<file path="config.mk">
export PLATFORM = sky130hd
export DESIGN_NAME = pi_host_frontend
export DESIGN_NICKNAME = d
export VERILOG_FILES = /design/src/rtl/pistorm_pkg.sv /design/src/rtl/pi_strobe_sync.sv /design/src/rtl/pi_host_frontend.sv
export SDC_FILE = /design/constraint.sdc
export NUM_CORES = 1
export LEC_CHECK = 0
export ABC_CLOCK_PERIOD_IN_PS = 1800
export CORE_MARGIN = 3
export CORE_UTILIZATION = 43
export DETAILED_ROUTE_END_ITERATION = 6
export PLACE_DENSITY = 0.79
export RECOVER_POWER = 50
export SYNTH_ARGS = -nofsm -noshare
export SYNTH_HDL_FRONTEND = slang
export SYNTH_SLANG_ARGS = --single-unit
</file>
<file path="constraint.sdc">
create_clock -name c200m -period 1.8 [get_ports c200m]
set_clock_uncertainty 0.2 [all_clocks]
set_input_delay 0.45 -clock c200m [delete_from_list [all_inputs] [get_ports c200m]]
set_output_delay 0.45 -clock c200m [all_outputs]
set_load 0.05 [all_outputs]
</file>
<file path="src/rtl/pistorm_pkg.sv">
// Shared definitions for the PiStorm host front end: register selects,
// transaction FSM states, idle function code and status readback layout.
package pistorm_pkg;

  localparam logic [1:0] REG_DATA    = 2'd0;
  localparam logic [1:0] REG_ADDR_LO = 2'd1;
  localparam logic [1:0] REG_ADDR_HI = 2'd2;
  localparam logic [1:0] REG_STATUS  = 2'd3;

  typedef enum logic [1:0] {
    ST_IDLE    = 2'd0,
    ST_ARMED   = 2'd1,
    ST_PENDING = 2'd2,
    ST_ACTIVE  = 2'd3
  } txn_state_e;

  localparam logic [2:0] FC_IDLE = 3'b111;

  // Status readback word layout
  localparam int STAT_BERR_BIT    = 0;
  localparam int STAT_OVERRUN_BIT = 1;
  localparam int STAT_IPL_LSB     = 13;

  // Assemble the STATUS readback word from its fields.
  function automatic logic [15:0] status_word(input logic [2:0] ipl,
                                              input logic overrun,
                                              input logic berr_seen);
    logic [15:0] w;
    w = '0;
    w[STAT_IPL_LSB +: 3]  = ipl;
    w[STAT_OVERRUN_BIT]   = overrun;
    w[STAT_BERR_BIT]      = berr_seen;
    return w;
  endfunction

endpackage

</file>
<file path="src/rtl/pi_strobe_sync.sv">
// Synchroniser for an asynchronous Pi GPIO strobe: a SYNC_STAGES flop
// chain producing the synchronised level and a one-cycle rising-edge pulse.
module pi_strobe_sync #(
  parameter int SYNC_STAGES = 2
) (
  input  logic clk,
  input  logic reset_n,
  input  logic strobe,
  output logic level,
  output logic rise
);

  logic [SYNC_STAGES-1:0] chain;

  // Shift the raw strobe through the chain; bit 0 is the metastable stage.
  always_ff @(posedge clk) begin
    if (!reset_n) chain <= '0;
    else          chain <= {chain[SYNC_STAGES-2:0], strobe};
  end

  // Edge is seen while the new 1 sits just before a last stage still at 0.
  assign level = chain[SYNC_STAGES-1];
  assign rise  = chain[SYNC_STAGES-2] & ~chain[SYNC_STAGES-1];

endmodule

</file>
<file path="src/rtl/pi_host_frontend.sv">
// PiStorm host register front end: synchronises Pi strobes, decodes the
// DATA/ADDR_LO/ADDR_HI/STATUS registers into a bus-cycle command with a
// valid/ready handshake, and owns status, bus-error and IPL readback.
// Optional feature macro: PISTORM_IPL_FILTER_EN (two-sample IPL glitch filter).
module pi_host_frontend
  import pistorm_pkg::*;
#(
  parameter int SYNC_STAGES = 2
) (
  input  logic        c200m,
  input  logic        reset_n,
  input  logic [1:0]  pi_a,
  input  logic        pi_rd,
  input  logic        pi_wr,
  input  logic [15:0] pi_d_in,
  output logic [15:0] pi_d_out,
  output logic        pi_d_oe,
  output logic        pi_txn_in_progress,
  output logic        pi_ipl_zero,
  input  logic        c7m_falling,
  input  logic [2:0]  m68k_ipl_n,
  input  logic        m68k_berr_n,
  output logic        cmd_valid,
  input  logic        cmd_ready,
  output logic        cmd_rw,
  output logic        cmd_uds_n,
  output logic        cmd_lds_n,
  output logic [2:0]  cmd_fc,
  input  logic        cmd_done,
  output logic [15:0] status_q,
  output logic        reset_out
);

  logic       rd_level, rd_rise;
  logic       wr_level, wr_rise;
  logic       unused_levels;

  txn_state_e state, state_next;
  logic       valid_next;
  logic       a0;
  logic       overrun, berr_seen;
  logic [2:0] ipl, ipl_1;

  logic       lo_wr, hi_wr, status_wr, status_rd;
  logic       addr_open, overrun_evt;

  pi_strobe_sync #(.SYNC_STAGES(SYNC_STAGES)) u_rd_sync (
    .clk     (c200m),
    .reset_n (reset_n),
    .strobe  (pi_rd),
    .level   (rd_level),
    .rise    (rd_rise)
  );

  pi_strobe_sync #(.SYNC_STAGES(SYNC_STAGES)) u_wr_sync (
    .clk     (c200m),
    .reset_n (reset_n),
    .strobe  (pi_wr),
    .level   (wr_level),
    .rise    (wr_rise)
  );

  // Only the edge pulses drive behaviour; levels are kept for observability.
  assign unused_levels = rd_level ^ wr_level;

  // pi_a is held stable by the Pi while its strobe is high, so it is safe
  // to decode it in the edge-detect cycle.
  assign lo_wr       = wr_rise && (pi_a == REG_ADDR_LO);
  assign hi_wr       = wr_rise && (pi_a == REG_ADDR_HI);
  assign status_wr   = wr_rise && (pi_a == REG_STATUS);
  assign status_rd   = rd_rise && (pi_a == REG_STATUS);
  assign addr_open   = (state == ST_IDLE) || (state == ST_ARMED);
  assign overrun_evt = (lo_wr || hi_wr) && !addr_open;

  assign pi_d_oe            = (pi_a == REG_STATUS) && pi_rd;
  assign pi_txn_in_progress = (state != ST_IDLE);
  assign reset_out          = !status_q[1];

  // Transaction state register.
  always_ff @(posedge c200m) begin
    if (!reset_n) begin
      state     <= ST_IDLE;
      cmd_valid <= 1'b0;
    end else begin
      state     <= state_next;
      cmd_valid <= valid_next;
    end
  end

  // Next-state logic; cmd_valid is offered from the cycle after PENDING is
  // entered and withdrawn in the cycle after the handshake.
  always_comb begin
    state_next = state;
    valid_next = 1'b0;
    case (state)
      ST_IDLE: begin
        if (lo_wr)      state_next = ST_ARMED;
        else if (hi_wr) state_next = ST_PENDING;
      end
      ST_ARMED: begin
        if (hi_wr) state_next = ST_PENDING;
      end
      ST_PENDING: begin
        if (cmd_valid && cmd_ready) state_next = ST_ACTIVE;
        else                        valid_next = 1'b1;
      end
      ST_ACTIVE: begin
        if (cmd_done) state_next = ST_IDLE;
      end
      default: state_next = ST_IDLE;
    endcase
  end

  // Command fields: only loaded while no command is outstanding.
  always_ff @(posedge c200m) begin
    if (!reset_n) begin
      a0        <= 1'b0;
      cmd_rw    <= 1'b1;
      cmd_uds_n <= 1'b1;
      cmd_lds_n <= 1'b1;
      cmd_fc    <= FC_IDLE;
    end else if (addr_open) begin
      if (lo_wr) a0 <= pi_d_in[0];
      if (hi_wr) begin
        cmd_rw <= pi_d_in[9];
        cmd_fc <= pi_d_in[15:13];
        if (pi_d_in[8]) begin
          cmd_uds_n <= a0;
          cmd_lds_n <= !a0;
        end else begin
          cmd_uds_n <= 1'b0;
          cmd_lds_n <= 1'b0;
        end
      end
    end
  end

  // STATUS register, sticky flags and readback capture; a new event in
  // the capture cycle survives the read-clear.
  always_ff @(posedge c200m) begin
    if (!reset_n) begin
      status_q  <= '0;
      pi_d_out  <= '0;
      overrun   <= 1'b0;
      berr_seen <= 1'b0;
    end else begin
      if (status_wr) status_q <= pi_d_in;
      if (status_rd) pi_d_out <= status_word(ipl, overrun, berr_seen);
      overrun   <= (overrun   && !status_rd) || overrun_evt;
      berr_seen <= (berr_seen && !status_rd) || !m68k_berr_n;
    end
  end

`ifdef PISTORM_IPL_FILTER_EN
  logic [2:0] ipl_2;

  // IPL sampled on the 7 MHz falling edge; only a value seen on two
  // consecutive samples is accepted.
  always_ff @(posedge c200m) begin
    if (!reset_n) begin
      ipl_1 <= '0;
      ipl_2 <= '0;
      ipl   <= '0;
    end else begin
      if (c7m_falling) begin
        ipl_1 <= ~m68k_ipl_n;
        ipl_2 <= ipl_1;
      end
      if (ipl_2 == ipl_1) ipl <= ipl_2;
    end
  end
`else
  // IPL sampled on the 7 MHz falling edge and passed through unfiltered.
  always_ff @(posedge c200m) begin
    if (!reset_n) begin
      ipl_1 <= '0;
      ipl   <= '0;
    end else begin
      if (c7m_falling) ipl_1 <= ~m68k_ipl_n;
      ipl <= ipl_1;
    end
  end
`endif

  // Registered zero-IPL flag for the Pi.
  always_ff @(posedge c200m) begin
    if (!reset_n) pi_ipl_zero <= 1'b0;
    else          pi_ipl_zero <= (ipl == 3'd0);
  end

endmodule

</file>
After elaboration in Yosys (flattened, before gate mapping)
Index checks and enable logic that the tools add are counted.
Cells by class
  equal/unequal tests: 8
  multiplexer cells: 8
  bitwise operators: 5
  reduce and logical (&&, ||, !) cells: 25
Operators by type and width (number)
  logical AND 1 bit: 9
  equality test 2 bit, second input constant: 4
  2-to-1 mux 2 bit: 4
  case mux 2 bit (4 select lines): 1
  AND reduction 2 bit: 4
  logical NOT 1 bit: 5
  equality test 2 x 1 -> 1 bit, second input constant: 2
  logical OR 1 bit: 4
  != test 2 bit, second input constant: 2
  logical NOT 3 bit: 1
  2-to-1 mux 1 bit: 3
  inverter 3 bit: 1
  AND 1 bit: 2
  logical NOT 2 bit: 1
  inverter 1 bit: 2
  nonzero test 2 bit: 1
Word-level totals
  register bits after elaboration: 44
  word-level logic and storage cells: 62
  output and inout port bits: 43

Logic depth before layout (Yosys ltp)
  depth after elaboration: 6
  mapped depth: 6
  gate-level depth less buffers: 3

Cells and area by module
A second synthesis with hierarchy kept.
Unflattened totals
  cell total of the unflattened synthesis: 184
  area, all modules: 1806.7 sq um
By module, submodules not included
  pi_host_frontend: cells an instance 174, times used 1, area an instance 1674.1 sq um
  pi_strobe_sync: cells an instance 5, times used 2, area an instance 66.3 sq um

Worst setup path before layout
OpenSTA, ideal clock, no wires.
  path kind: in2out
  start: input port pi_a[0]
  end: output port pi_d_oe
  slack: -41 ps
  data arrival time: 1191 ps
  path buffers: 2
  stages on the path: 3
  path through: buf_6 buf_2 and3_1
On the way
  longest elaborated chain between the ends: 2
Ends and longest elaborated chain
  from (decl): RTL line pi_host_frontend.sv:12  | input logic [1:0] pi_a,
  equality test 2 bit: RTL line pi_host_frontend.sv:75  | assign pi_d_oe = (pi_a == REG_STATUS) && pi_rd;
  logical AND 1 bit: RTL line pi_host_frontend.sv:75
  to (decl): RTL line pi_host_frontend.sv:17  | output logic pi_d_oe,
No other way between the ends.

Worst setup path after layout
  start: register state[1]
  end: output port pi_txn_in_progress
On the way
  longest elaborated chain between the ends: 1
Ends and longest elaborated chain
  from (decl): RTL line pi_host_frontend.sv:38  | txn_state_e state, state_next;
  from (signal assigned): RTL line pi_host_frontend.sv:85  | state <= state_next;
  nonzero test 2 bit: RTL line pi_host_frontend.sv:76  | assign pi_txn_in_progress = (state != ST_IDLE);
  to (decl): RTL line pi_host_frontend.sv:18  | output logic pi_txn_in_progress,
No other way between the ends.

==> impl_metrics.toml <==
[run_status]
status = "finished, final reports clean"

[worst_setup_path]
worstPathCellList = "or2_2 -> buf_4"
cp.required_ns = 1.15
slowest_stage = "dfxtp_2"
reg2reg_to = "status_q[11]"
max_stage_delay_ns = 0.35
r2r_slack_ns = 0.30
crit_cells = 2
crit_fanout = 6
worstPathArrival_ns = 1.10
worst-setup-path-type = "flip-flop to primary output"
crit_buf_inv = 1
r2r_cells = 4
cpLargestDelayFamily = "flip-flops"
reg2reg_from = "u_wr_sync.chain[0]"
startpoint_type = "flip-flop"
end_kind = "primary output"

[timing]
holdWs_ns = 0.231
setup_tns_ns = 0
post-route-period-util = 0.970
timing.final.ws_setup_ns = 0.0539
finalSetupViolCount = 0
fmax_mhz = 573
grt_setup_unrepaired = "false"
slew_headroom = 0.665
period_needed_ns = 1.75
hold_viol_final = 0
slew_viol_final = 0
worst_pin_slew_ns = 0.502

[clock_network]
cts_hold_buf = 0
clk_latency_ns = 0.29
cts_made_buffers = 5
cts_buffer_depth = 2
tritoncts = "done"
htreeDepth = 2
cts-root-buf = "clkbuf_8"
clock-sinks = 44
clk_pin_slew_ns = 0.07

[place]
io_buffers = 60
dpl.hpwl_um = 3040
dp_slack_ns = -0.255
place_inst = 291
gp_congestion = 0.752

[drt]
remaining_drc_errors = 0
dr.pass1.iters = 4
drt-initial-drc-count = 41
final_antenna_net_count = 0
wl_um = 4010
num_vias = 1459
wl_per_cell_um = 13.4
via_per_inst = 4.88

[logic_synthesis]
synth_cell_types = 36
syn_area_per_cell_sq_um = 9.75
yosysSeqAreaShare = 0.486
syn_inst = 186
ys_warn_count = 0
netlist_area_sq_um = 1810
ys_seq_elements = 44

[power_and_ir_drop]
ir_worst_vdd_mv = 0.545
total_power_uw = 1980
p_leak_uw = 0.00113
power.density_nw_per_um2 = 756

[floorplan]
start_util = 0.471
ioPinCount = 72
dieHeight_um = 71.0
core_sq_um = 3850
row_count = 22
die_w_um = 71.0
dieArea_sq_um = 5030

[global_routing]
grt_pass1_vias = 1406
grt_start_max_net_pins = 28
grt_usage = 0.161
grt_first_pass_wirelength_um = 6420
grt_overflow = 0
antenna_found_initial = 0

[job]
cap_violations = 0

[layout]
drive_gt1_frac = 0.223
nNetsFinal = 279
final_common_cell = "dfxtp_1"
layoutNonFillerInstCount = 299
num_antenna_cells = 0
mostFrequentLayoutCells = "dfxtp_1, nand2_1, clkdlybuf4s50_1"
areaGrowthSynthToFinish_pct = 44.1

[min_path]
whs_path_depth = 1
hold_end = "pi_ipl_zero"
hp-class = "flip-flop to flip-flop"
hp-start = "ipl[2]"
## per-layer routing
| metal | global-route usage | part of all wire | vias up |
|---|---|---|---|
| li1 | - | - | 729 |
| met1 | 0.180 | 0.44 | 674 |
| met2 | 0.286 | 0.49 | 51 |
| met3 | 0.0540 | 0.059 | 5 |
| met4 | 0.0564 | 0.012 | 0 |
| met5 | 0 | 0 | - |
## Yosys cell counts (all sizes together)
master,n,share of area
nand2b,2,0.0069
a21oi,3,0.0083
a41o,1,0.0055
and2,7,0.024
nand4b,2,0.017
or2,1,0.0035
nor2,2,0.0041
nand2,39,0.082
nor4b,1,0.0048
conb,1,0.0021
nor2b,8,0.028
and4bb,1,0.0069
mux2i,5,0.028
and3,1,0.0035
o211a,3,0.017
a21boi,17,0.091
o21a,1,0.0041
o21ai,6,0.017
nand4bb,1,0.0062
clkbuf,4,0.0083
o32ai,1,0.0048
nand3,1,0.0028
inv,6,0.012
a32oi,1,0.0048
buf,19,0.084
dfxtp,44,0.49
and4b,1,0.0055
xor2,1,0.0048
o311ai,6,0.029
## stage by stage
step	utilization	cell area, sq um
6_report	0.678	2610
3_5_place_dp	0.711	2740
4_1_cts	0.735	2830
2_1_floorplan	-	1850
5_1_grt	0.678	2610
3_3_place_gp	0.711	2740
## power by group
| group | switching (uW) | internal, uW |
|---|---|---|
| combinational | 189 | 139 |
| sequential | 21.3 | 1000 |
| clock | 310 | 313 |
| total | 520 | 1460 |
## worst max path at each step
stage | start | to | slack, ns
6_report | state[1] | pi_txn_in_progress | 0.05
5_1_grt | state[0] | pi_txn_in_progress | 0.01
4_1_cts | state[1] | pi_txn_in_progress | 0.01
3_5_place_dp | pi_a[0] | overrun | -0.26
3_3_place_gp | pi_a[0] | overrun | -0.23
2_1_floorplan | pi_a[0] | pi_d_oe | 0.08
## sequential cells by signal, summed over array words and instances, names as in the netlist
signal and flops:
cmd_rw 1, overrun 1, pi_d_out 5, cmd_lds_n 1
state 2, ipl_1 3, u_wr_sync.chain 2, status_q 16
a0 1, cmd_valid 1, pi_ipl_zero 1, cmd_fc 3
ipl 3, cmd_uds_n 1, berr_seen 1, u_rd_sync.chain 2
## logic make-up (layout without fill, tap and decap cells)
kind of cell,Yosys count,count (layout),share of synthesized area
AOI/OAI and AO/OA,39,39,0.181
buffers and inverters,29,84,0.105
muxes,5,5,0.0276
other,1,11,0.00207
xor gates and xnor gates,1,1,0.00483
and+or+nand+nor,67,67,0.194
DFF,44,44,0.486
## cell type report
class | instances | area [sq um]
inverter | 6 | 22.5
fill | 302 | 1240
timing repair buffer | 70 | 800
tap | 48 | 60.1
multi-input combinational | 123 | 759
sequential | 44 | 882
clock buffer | 8 | 90.1
## what timing repair did
action                                 4_1_cts  5_1_grt
setup buffers                                0        0
endpoints found under the hold margin        0        0
gates resized for setup                      4        1
setup endpoints to repair                    1        1
Power figures use the tool's default switching activity.
